### src/rtl/instr_fetch_unit.sv
// instr_fetch_unit
// Prefetching instruction fetch front end. Issues sequential word reads
// starting at RESET_PC, buffers in-order responses together with their
// addresses in a small FIFO, and presents them to the core. A redirect
// re-targets both the request and response address streams. Any reads still
// in flight at that point are marked stale and are dropped as they return.
module instr_fetch_unit #(
  parameter int                    DATA_WIDTH = 32,
  parameter int                    ADDR_WIDTH = 32,
  parameter int                    FIFO_DEPTH = 4,
  parameter logic [ADDR_WIDTH-1:0] RESET_PC   = '0
) (
  input  logic                  clk,
  input  logic                  arst_n,
  input  logic                  fetch_en,
  input  logic                  redirect_valid,
  input  logic [ADDR_WIDTH-1:0] redirect_pc,
  output logic                  mem_req_valid,
  output logic [ADDR_WIDTH-1:0] mem_req_addr,
  input  logic                  mem_req_ready,
  input  logic                  mem_rsp_valid,
  input  logic [DATA_WIDTH-1:0] mem_rsp_data,
  output logic                  instr_valid,
  input  logic                  instr_ready,
  output logic [DATA_WIDTH-1:0] instruction,
  output logic [ADDR_WIDTH-1:0] instr_pc
);

  localparam int PTR_W = $clog2(FIFO_DEPTH);
  localparam int CNT_W = $clog2(FIFO_DEPTH + 1);

  typedef enum logic {RUN, FLUSH} state_t;

  state_t                state, state_nxt;

  logic [ADDR_WIDTH-1:0] fetch_pc;
  logic [ADDR_WIDTH-1:0] rsp_pc;
  logic [CNT_W-1:0]      fifo_count;
  logic [CNT_W-1:0]      outstanding;
  logic [CNT_W-1:0]      discard;
  logic [PTR_W-1:0]      rd_ptr;
  logic [PTR_W-1:0]      wr_ptr;

  logic [DATA_WIDTH-1:0] fifo_data [FIFO_DEPTH];
  logic [ADDR_WIDTH-1:0] fifo_pc   [FIFO_DEPTH];

  logic [ADDR_WIDTH-1:0] redirect_tgt;
  logic [CNT_W:0]        in_flight;
  logic                  credit_ok;
  logic                  req_ok;
  logic                  req_fire;
  logic                  rsp_keep;
  logic                  pop;
  logic [CNT_W-1:0]      out_after_rsp;

  // Redirect targets are forced to word alignment.
  assign redirect_tgt  = redirect_pc & ~ADDR_WIDTH'(3);

  // Buffered words plus reads in flight must never exceed the FIFO size,
  // so every response is guaranteed a slot and the memory needs no
  // backpressure.
  assign in_flight     = {1'b0, fifo_count} + {1'b0, outstanding};
  assign credit_ok     = in_flight < (CNT_W + 1)'(FIFO_DEPTH);

  // Reset only masks the port; internal state is already held by the
  // asynchronous clear, so the first request can leave in the very first
  // cycle after release.
  assign mem_req_valid = req_ok & arst_n;
  assign mem_req_addr  = fetch_pc;
  assign req_fire      = req_ok & mem_req_ready;

  // A response is kept only in RUN and only when no redirect makes it stale.
  assign rsp_keep      = mem_rsp_valid & (state == RUN) & ~redirect_valid;
  assign pop           = instr_valid & instr_ready;

  // In-flight count once this cycle's response is accounted for; on a
  // redirect this is exactly the number of stale reads still to come back.
  assign out_after_rsp = outstanding - CNT_W'(mem_rsp_valid);

  assign instr_valid   = (fifo_count != '0);
  assign instruction   = instr_valid ? fifo_data[rd_ptr] : '0;
  assign instr_pc      = instr_valid ? fifo_pc[rd_ptr]   : '0;

  // State register.
  always_ff @(posedge clk or negedge arst_n) begin
    if (!arst_n) begin
      state <= RUN;
    end else begin
      state <= state_nxt;
    end
  end

  // Next state and request permission.
  always_comb begin
    state_nxt = state;
    req_ok    = 1'b0;
    if (state == RUN) begin
      req_ok = fetch_en & ~redirect_valid & credit_ok;
    end
    if (redirect_valid) begin
      state_nxt = (out_after_rsp != '0) ? FLUSH : RUN;
    end else if (state == FLUSH) begin
      if (discard == '0) begin
        state_nxt = RUN;
      end else if (mem_rsp_valid && (discard == CNT_W'(1))) begin
        state_nxt = RUN;
      end
    end
  end

  // Request and response address streams.
  always_ff @(posedge clk or negedge arst_n) begin
    if (!arst_n) begin
      fetch_pc <= RESET_PC;
      rsp_pc   <= RESET_PC;
    end else if (redirect_valid) begin
      fetch_pc <= redirect_tgt;
      rsp_pc   <= redirect_tgt;
    end else begin
      if (req_fire) begin
        fetch_pc <= fetch_pc + ADDR_WIDTH'(4);
      end
      if (rsp_keep) begin
        rsp_pc <= rsp_pc + ADDR_WIDTH'(4);
      end
    end
  end

  // In-flight read count and the number of stale reads still to drop.
  always_ff @(posedge clk or negedge arst_n) begin
    if (!arst_n) begin
      outstanding <= '0;
      discard     <= '0;
    end else begin
      outstanding <= out_after_rsp + CNT_W'(req_fire);
      if (redirect_valid) begin
        discard <= out_after_rsp;
      end else if ((state == FLUSH) && mem_rsp_valid && (discard != '0)) begin
        discard <= discard - CNT_W'(1);
      end
    end
  end

  // FIFO occupancy and pointers; a redirect empties the buffer.
  always_ff @(posedge clk or negedge arst_n) begin
    if (!arst_n) begin
      fifo_count <= '0;
      rd_ptr     <= '0;
      wr_ptr     <= '0;
    end else if (redirect_valid) begin
      fifo_count <= '0;
      rd_ptr     <= '0;
      wr_ptr     <= '0;
    end else begin
      if (rsp_keep) begin
        wr_ptr <= wr_ptr + PTR_W'(1);
      end
      if (pop) begin
        rd_ptr <= rd_ptr + PTR_W'(1);
      end
      fifo_count <= fifo_count + CNT_W'(rsp_keep) - CNT_W'(pop);
    end
  end

  // FIFO storage; contents are qualified by fifo_count and need no reset.
  always_ff @(posedge clk) begin
    if (rsp_keep) begin
      fifo_data[wr_ptr] <= mem_rsp_data;
      fifo_pc[wr_ptr]   <= rsp_pc;
    end
  end

endmodule

### config.mk
export PLATFORM = sky130hd
export DESIGN_NAME = instr_fetch_unit
export DESIGN_NICKNAME = d
export VERILOG_FILES = /design/src/rtl/instr_fetch_unit.sv
export SDC_FILE = /design/constraint.sdc
export NUM_CORES = 1
export LEC_CHECK = 0
export BUFFER_PORTS_ARGS = -buffer_cell sky130_fd_sc_hd__buf_2
export CAP_MARGIN = 15
export CORE_UTILIZATION = 58
export CTS_CLUSTER_DIAMETER = 100
export DETAILED_ROUTE_END_ITERATION = 6
export PLACE_DENSITY = 0.88
export SYNTH_ARGS = -nofsm -noshare
export SYNTH_HDL_FRONTEND = slang
export SYNTH_SLANG_ARGS = --single-unit
### constraint.sdc
create_clock -name clk -period 4 [get_ports clk]
set_clock_uncertainty 0.15 [all_clocks]
set_input_delay 0.4 -clock clk [delete_from_list [all_inputs] [get_ports clk]]
set_output_delay 0.4 -clock clk [all_outputs]
set_load 0.01 [all_outputs]
# == Word-level counts from Yosys, hierarchy flattened ==
# Memory sizes are Yosys's and may differ from the RTL's.
# Index checks and enable logic that the tools add are counted.
# word_totals
memories,2
ramBits,256
wordCells,63
output_inout_bits,98
in_bits,71
ff_bits,78
# classes
addsub,10
bitwise_logic,9
n_reduce_logical,11
muxes,21
eq_ne,1
n_lt_le_gt_ge,1
# mem_list
name,depth,width,read_ports,rd_clocked_by_memory_dff,write_ports,line,source
fifo_data,4,32,1,0,1,44,logic [DATA_WIDTH-1:0] fifo_data [FIFO_DEPTH];
fifo_pc,4,32,1,0,1,45,logic [ADDR_WIDTH-1:0] fifo_pc [FIFO_DEPTH];
# op_table
operator,n
$mux W32,6
$add A32 B3 Y32 const B,2
$mux W3,3
$reduce_bool A3 Y1,3
$mux W1,8
$mux W2,4
$reduce_bool A2 Y1,4
$and A1 B1 Y1,7
$add A3 B1 Y3,2
$sub A3 B1 Y3,2
$add A2 B1 Y2 const B,2
$add A3 B3 Y4,1
$lt A4 B3 Y1 const B,1
$eq A3 B1 Y1 const B,1
$logic_and A1 B1 Y1,3
$logic_not A3 Y1,1
$sub A3 B1 Y3 const B,1
$not A1 Y1,2

# == Depth between registers and ports, before layout ==
# Gate-level depths: netlist of run 1.
# depth
word_depth,7
depth_mapped,11
mapped_depth_nobuf,10

# == Least setup slack after synthesis of run 1 ==
# No wires, ideal clock.
# synth_path
path_kind,register -> register
from,reg state
to,mem fifo_data[0][0] (enable)
setup_time_ns,0.427
arrival_ns,2.473
period_less_slack_ns,3.050
stages_incl_launch_ff,4
setup_slack_ns,0.950
path_buffers,1
t_required_ns,3.423
path_cell_list,dfrtp_1 and2b_1 clkbuf_1 and3_1
# synth_via
elab_chain_len,5
# synth_lines
element,line,source
"start, declared",34,"state_t state, state_nxt;"
"start signal, assigned",89,state <= state_nxt;
$not A1 Y1,n/a,
$and A1 B1 Y1 (2 in a row),73,assign rsp_keep = mem_rsp_valid & (state == RUN) & ~redirect_valid;
$mux W1,167,if (rsp_keep) begin
$mux W1 (implied by the code),168,fifo_data[wr_ptr] <= mem_rsp_data;
"end, declared",44,
# No other way between the ends.

# == Worst setup path in the final report of run 1 ==
# layout_path
from,reg rd_ptr[0]
to,out instr_pc[12]
# layout_via
elab_chain_len,2
# layout_lines
element,line,source
"start, declared",41,logic [PTR_W-1:0] rd_ptr;
"start signal, assigned",159,rd_ptr <= rd_ptr + PTR_W'(1);
$mem_v2 Z4 W32,n/a,
$mux W32,82,assign instr_pc = instr_valid ? fifo_pc[rd_ptr] : '0;
"end, declared",26,output logic [ADDR_WIDTH-1:0] instr_pc
# No other way between the ends.

==> impl_metrics.py, run 1 <==
metrics = {
    "yosys": {
        "synth_top_area_cell": "sky130_fd_sc_hd__edfxtp_1",
        "postSynthCellCount": 828,
        "synthesis.area_mm2": 0.01366,
        "synth_seq_cells": 322,
        "fraction_of_the_yosys_area_taken_by_sequential_cells_pct": 68.08,
        "avgSynthCellArea_um2": 16.50,
        "synthArstFlopShare_pct": 22.98,
        "yosys-top-cells-area": "sky130_fd_sc_hd__edfxtp_1, sky130_fd_sc_hd__dfrtp_1, sky130_fd_sc_hd__mux4_2",
        "synth_enable_flop_cells": 248,
        "synth_cell_types": 52,
        "number_of_synthesis_warnings": 0,
        "synth_top_area_share_pct": 54.52,
        "most_instantiated_flip_flop_cell_in_the_synthesis_netlist": "sky130_fd_sc_hd__edfxtp_1",
    },
    "sta": {
        "max_clock_freq_mhz": 316.0,
        "finish_stage_setup_viols": 0,
        "fin_setup_tns_ns": 0,
        "min_period_over_period_pct": 79.11,
        "unrepaired_setup_endpoints_after_global_routing": "false",
        "holdWs_ns": 0.01522,
        "slew-limit-headroom_pct": 38.22,
        "tightest_slew_ns": 0.9266,
        "timing.final.max_slew_violations": 0,
        "hold_viol_final": 0,
        "period_minus_slack_ns": 3.165,
    },
    "worst_setup_path": {
        "crit_path_start_kind": "register",
        "critical_path.slowest_cell": "sky130_fd_sc_hd__dfrtp_4",
        "r2r.worst_path.cells": 10,
        "critPathArrivalTime_ns": 2.61,
        "critical_path_depth": 4,
        "reg2reg_slack_ns": 1.10,
        "critical-path-top-delay-family": "flip-flops",
        "cp.required_ns": 3.45,
        "timing.critical_path.from": "rd_ptr[0]$_DFFE_PN0P_",
        "cp-end-kind": "output pin",
        "maximum_fanout_along_the_worst_path": 29,
        "crit_type": "reg -> out",
        "crit_path_max_incr_delay_ns": 0.82,
        "cp_cell_sequence": "buf_4 -> mux4_2 -> and2_1 -> buf_2",
        "worstPathBufferInverterCount": 2,
        "crit-reg2reg-launch": "fifo_count[1]$_DFF_PN0_",
    },
    "min_path": {
        "min_from": "redirect_pc[12]",
        "worst_hold_path.num_cells": 3,
        "hold_class": "in -> reg",
    },
    "die": {
        "floorplan.initialDensity_pct": 59.79,
        "die_h_um": 155.5,
        "dieArea_mm2": 0.02417,
        "design.core.area_mm2": 0.02285,
        "top_level_ports": 169,
        "placementRows": 55,
        "floorplan.die.width_um": 155.5,
    },
    "layout": {
        "mostFrequentLayoutCell": "sky130_fd_sc_hd__edfxtp_1",
        "diodes": 0,
        "most-common-layout-cells": "sky130_fd_sc_hd__edfxtp_1, sky130_fd_sc_hd__buf_2, sky130_fd_sc_hd__dfrtp_1",
        "finalNetCount": 1137,
        "post_route_cells_drive_above_1_share_pct": 30.45,
        "area.growth.synth_to_final_pct": 20.25,
        "layout.filler_cells": 1436,
        "seqCellArea_mm2": 0.009304,
        "multi_input_comb_area_mm2": 0.004135,
    },
    "routing": {
        "num_vias": 8165,
        "post_drt_via_cell_ratio": 5.887,
        "route.detailed.wl_per_inst_um": 20.48,
        "drt.antenna.violating_nets": 0,
        "drt-total-wl_um": 28400,
        "dr.pass1.iters": 5,
        "dr.first_iter.drc_count": 627,
        "remaining_drc_errors": 0,
    },
    "global_route": {
        "overflow_after_grt": 0,
        "first_global_vias": 8282,
        "grt_antenna_before_repair": 0,
        "wire_length_of_the_first_global_routing_pass_um": 44440,
        "largest_net_degree_at_the_start_of_global_routing": 65,
        "gr-usage-all-layers_pct": 24.24,
    },
    "clock_tree": {
        "post_cts.repair.setup_buffers": 0,
        "postCtsResizedCells": 0,
        "clk_pin_slew_ns": 0.06,
        "tritoncts.num_buffers": 34,
        "clock_latency_ns": 0.51,
        "cts_sinks": 322,
        "cts_max_level": 2,
        "cts-root-buf": "sky130_fd_sc_hd__clkbuf_16",
        "tritoncts": "done",
        "cts_buffer_depth": 3,
    },
    "pwr": {
        "netSwitchingPower_mw": 2.654,
        "p_sw_share_pct": 27.72,
        "share_seq_of_total_power_pct": 43.0,
        "internal-power_mw": 6.921,
        "p_total_mw": 9.575,
        "vdd.ir_drop.worst_mv": 0.3621,
        "power.density_mw_per_mm2": 582.9,
        "combinationalPowerShare_pct": 24.1,
        "clock_power_share_pct": 32.9,
        "p_leak_nw": 6.026,
    },
    "place": {
        "io_buffers": 162,
        "routabilityCongestion": 0.9275,
        "place.detailed.hpwl_um": 17120,
    },
    "outcome": {
        "status": "finished, final reports clean",
    },
    "run": {
        "maxCapViolCount": 0,
    },
}
## state kept, by name (all words and copies together) (netlist names)
name and count:
discard 3, fifo_count 3, fifo_data 128, fifo_pc 120, mem_req_addr 30, outstanding 3, rd_ptr 2, rsp_pc 30
state 1, wr_ptr 2
## worst paths after layout
path,end
max,instr_pc[12]
min,mem_req_addr[12]$_DFFE_PN0P_
max reg2reg,fifo_count[2]$_DFF_PN0_
min reg2reg,mem_req_addr[31]$_DFFE_PN0P_
max in group asynchronous,rd_ptr[0]$_DFFE_PN0P_
min in group asynchronous,mem_req_addr[29]$_DFFE_PN0P_
## cell families after synthesis
kind of cell | Yosys count | synth area share, %
multiplexers | 91 | 12.60
AO/OA/AOI/OAI | 57 | 2.611
buffers and inverters | 57 | 1.777
flip-flops | 322 | 68.08
other | 1 | 0.02745
AND/OR/NAND/NOR | 230 | 9.875
XOR/XNOR | 52 | 3.334
adder cells (fa/ha/maj) | 18 | 1.704
## layer usage
metal	vias up	GRT usage (%)	routed length, µm
li1	3618	-	-
met1	4092	32.92	11620
met2	402	40.70	14120
met4	0	6.256	493
met3	53	4.568	2173
met5	-	0	0
## layout make-up
type | count | share of cell area, %
Multi-Input combinational cell | 452 | 25.18
Clock buffer | 49 | 5.911
Timing Repair Buffer | 221 | 8.547
Clock inverter | 13 | 0.9522
Tap cell | 313 | 2.384
Inverter | 17 | 0.3885
Sequential cell | 322 | 56.64
## worst min-delay path: stages
cell,delay (ns)
sky130_fd_sc_hd__buf_2,0.08
sky130_fd_sc_hd__nor2_1,0.05
sky130_fd_sc_hd__a21oi_1,0.11
## timing repair
action                                 4_1_cts  5_1_grt
endpoints found under the hold margin      178        0
hold buffers                                45        0
setup endpoints to repair                    0        0
## synthesized netlist by cell type (all sizes together), types with 3 or more instances
cell,count
and2,65
ha,17
nand2,35
and4,5
inv,17
nor2,25
edfxtp,248
a21oi,15
buf,17
mux4,62
o21ai,16
and3,14
a31oi,4
a21boi,4
o311ai,4
nor3,8
dfrtp,74
clkbuf,23
xnor2,34
nand3,31
nand4,26
mux2,27
or3,4
o211ai,3
nor2b,3
nor4,7
a21o,3
xor2,18
## per-stage QoR
stage	worst slack [ns]	area [µm²]	util (%)	std cells
floorplan	0.9503	13670	-	831
global placement	1.084	14850	64.99	1280
detailed placement	1.068	14850	64.99	1280
CTS	0.7755	16430	71.89	1387
global route	0.7159	16430	71.89	1387
finish	0.8355	16430	71.89	1387
## power by group through the flow
stage / Sequential, mW / Clock (mW) / Combinational, mW
after floorplan: 4.04 / 0 / 1.57
after global placement: 4.16 / 0 / 2.24
after detailed placement: 4.18 / 0 / 2.28
after CTS: 4.12 / 3.20 / 2.33
after global routing: 4.15 / 3.33 / 2.53
final: 4.12 / 3.15 / 2.31
(Power assumes the default switching activity.)
==> run 2, diff against run 1 <==
--- a/config.mk
+++ b/config.mk
@@ -7,10 +7,10 @@
 export LEC_CHECK = 0
 export BUFFER_PORTS_ARGS = -buffer_cell sky130_fd_sc_hd__buf_2
 export CAP_MARGIN = 15
-export CORE_UTILIZATION = 58
+export CORE_UTILIZATION = 52
 export CTS_CLUSTER_DIAMETER = 100
 export DETAILED_ROUTE_END_ITERATION = 6
-export PLACE_DENSITY = 0.88
+export PLACE_DENSITY = 0.84
 export SYNTH_ARGS = -nofsm -noshare
 export SYNTH_HDL_FRONTEND = slang
 export SYNTH_SLANG_ARGS = --single-unit
==> constraint.sdc (replaced) <==
create_clock -name clk -period 2.8 [get_ports clk]
set_clock_uncertainty 0.15 [all_clocks]
set_input_delay 0.28 -clock clk [delete_from_list [all_inputs] [get_ports clk]]
set_output_delay 0.28 -clock clk [all_outputs]
set_load 0.01 [all_outputs]
==> impl_metrics.py, run 2 (synthesized netlist as in run 1, its figures left out) <==
metrics = {
    "outcome": {
        "status": "finished, final reports clean",
    },
    "global_route": {
        "grt_antenna_before_repair": 0,
        "largest_net_degree_at_the_start_of_global_routing": 75,
        "wire_length_of_the_first_global_routing_pass_um": 44730,
        "overflow_after_grt": 0,
        "gr-usage-all-layers_pct": 21.82,
        "first_global_vias": 8429,
    },
    "routing": {
        "dr.first_iter.drc_count": 629,
        "drt.antenna.violating_nets": 0,
        "route.detailed.wl_per_inst_um": 20.13,
        "drt-total-wl_um": 28740,
        "dr.pass1.iters": 5,
        "num_vias": 8189,
        "remaining_drc_errors": 0,
        "post_drt_via_cell_ratio": 5.735,
    },
    "sta": {
        "period_minus_slack_ns": 2.675,
        "max_clock_freq_mhz": 373.8,
        "finish_stage_setup_viols": 0,
        "min_period_over_period_pct": 95.54,
        "unrepaired_setup_endpoints_after_global_routing": "false",
        "fin_setup_tns_ns": 0,
        "timing.final.max_slew_violations": 0,
        "hold_viol_final": 0,
        "tightest_slew_ns": 0.7229,
        "holdWs_ns": 0.04693,
        "slew-limit-headroom_pct": 51.44,
    },
    "layout": {
        "mostFrequentLayoutCell": "sky130_fd_sc_hd__edfxtp_1",
        "fin_area_mm2": 0.01678,
        "post_route_cells_drive_above_1_share_pct": 30.97,
        "area.growth.synth_to_final_pct": 22.88,
        "largest-register": "fifo_data",
        "finalNetCount": 1161,
        "largest_register_ff_count": 128,
        "layout_top_registers": "fifo_data x128, fifo_pc x120",
        "layout.filler_cells": 1712,
        "diodes": 0,
        "most-common-layout-cells": "sky130_fd_sc_hd__edfxtp_1, sky130_fd_sc_hd__buf_2, sky130_fd_sc_hd__dfrtp_1",
    },
    "pwr": {
        "p_total_mw": 13.76,
        "vdd.ir_drop.worst_mv": 0.5379,
        "p_leak_nw": 6.155,
        "power.density_mw_per_mm2": 819.9,
    },
    "worst_setup_path": {
        "crit_type": "reg -> out",
        "cp.required_ns": 2.37,
        "critPathArrivalTime_ns": 2.25,
        "crit_path_start_kind": "register",
        "maximum_fanout_along_the_worst_path": 40,
        "cp-end-kind": "output pin",
        "r2r.worst_path.cells": 9,
    },
    "place": {
        "place.detailed.hpwl_um": 17100,
        "routabilityCongestion": 0.8663,
        "io_buffers": 162,
        "postPlaceCellArea_mm2": 0.01502,
    },
    "die": {
        "floorplan.die.width_um": 164.1,
        "top_level_ports": 169,
        "dieArea_mm2": 0.02692,
        "floorplan.initialDensity_pct": 53.63,
        "die_h_um": 164.1,
        "placementRows": 58,
        "design.core.area_mm2": 0.02547,
    },
    "clock_tree": {
        "cts_sinks": 322,
        "tritoncts.num_buffers": 35,
        "cts_max_level": 2,
        "cts-hold-fix-buffers": 63,
        "cts_buffer_depth": 3,
        "clk_pin_slew_ns": 0.06,
        "cts-root-buf": "sky130_fd_sc_hd__clkbuf_16",
        "clock_latency_ns": 0.51,
        "post_cts.repair.setup_buffers": 0,
        "tritoncts": "done",
        "postCtsResizedCells": 0,
    },
    "min_path": {
        "worst_hold_path.num_cells": 3,
        "hold_class": "in -> reg",
    },
    "run": {
        "maxCapViolCount": 0,
    },
}
## run 2: per-layer routing
metal | GRT usage (%) | vias up | share of wire [%]
met5 | 0 | - | 0
met4 | 5.934 | 0 | 1.6
met3 | 3.838 | 43 | 7.5
met2 | 37.15 | 368 | 49
met1 | 28.95 | 4107 | 42
li1 | - | 3671 | -
## run 2: path summary, 6_finish.rpt
path                                                 to  slack [ns]                    startpoint
hold / removal                   rsp_pc[22]$_DFFE_PN0N_        0.05               redirect_pc[22]
hold reg to reg            mem_req_addr[31]$_DFFE_PN0P_        0.39  mem_req_addr[31]$_DFFE_PN0P_
max in group asynchronous         rd_ptr[0]$_DFFE_PN0P_        1.85                        arst_n
setup / recovery                           instr_pc[12]        0.12         rd_ptr[0]$_DFFE_PN0P_
setup reg to reg                fifo_count[2]$_DFF_PN0_        0.26       fifo_count[1]$_DFF_PN0_
min in group asynchronous  mem_req_addr[29]$_DFFE_PN0P_        0.28                        arst_n
## run 2: power by group
part | internal [mW] | switching, mW | total, mW
sequential | 5.47 | 0.297 | 5.77
clock | 2.67 | 1.80 | 4.47
combinational | 1.69 | 1.83 | 3.52
## run 2: cell type report
cell class	count	area [µm²]	area share, %
clock buffers	43	978.4	5.829
multi-input cells	452	4135	24.64
inverters	17	63.81	0.3802
well taps	330	412.9	2.460
clock inverters	20	156.4	0.9318
repair buffers	244	1734	10.33
flip-flops and latches	322	9304	55.43
## run 2: through the flow
step	instances	setup WS (ns)	util, %
after detailed placement	1302	0.2717	58.96
after floorplan	831	0.3212	-
after global placement	1302	0.2951	58.96
after global routing	1428	0.02176	65.90
final	1428	0.1248	65.90
after CTS	1428	0.05392	65.90
## run 2: critical path: stages, from the launching register on
cell and delay (ns):
sky130_fd_sc_hd__dfrtp_4 0.49, sky130_fd_sc_hd__buf_12 0.32, sky130_fd_sc_hd__mux4_2 0.59, sky130_fd_sc_hd__and2_1 0.18, sky130_fd_sc_hd__buf_2 0.13
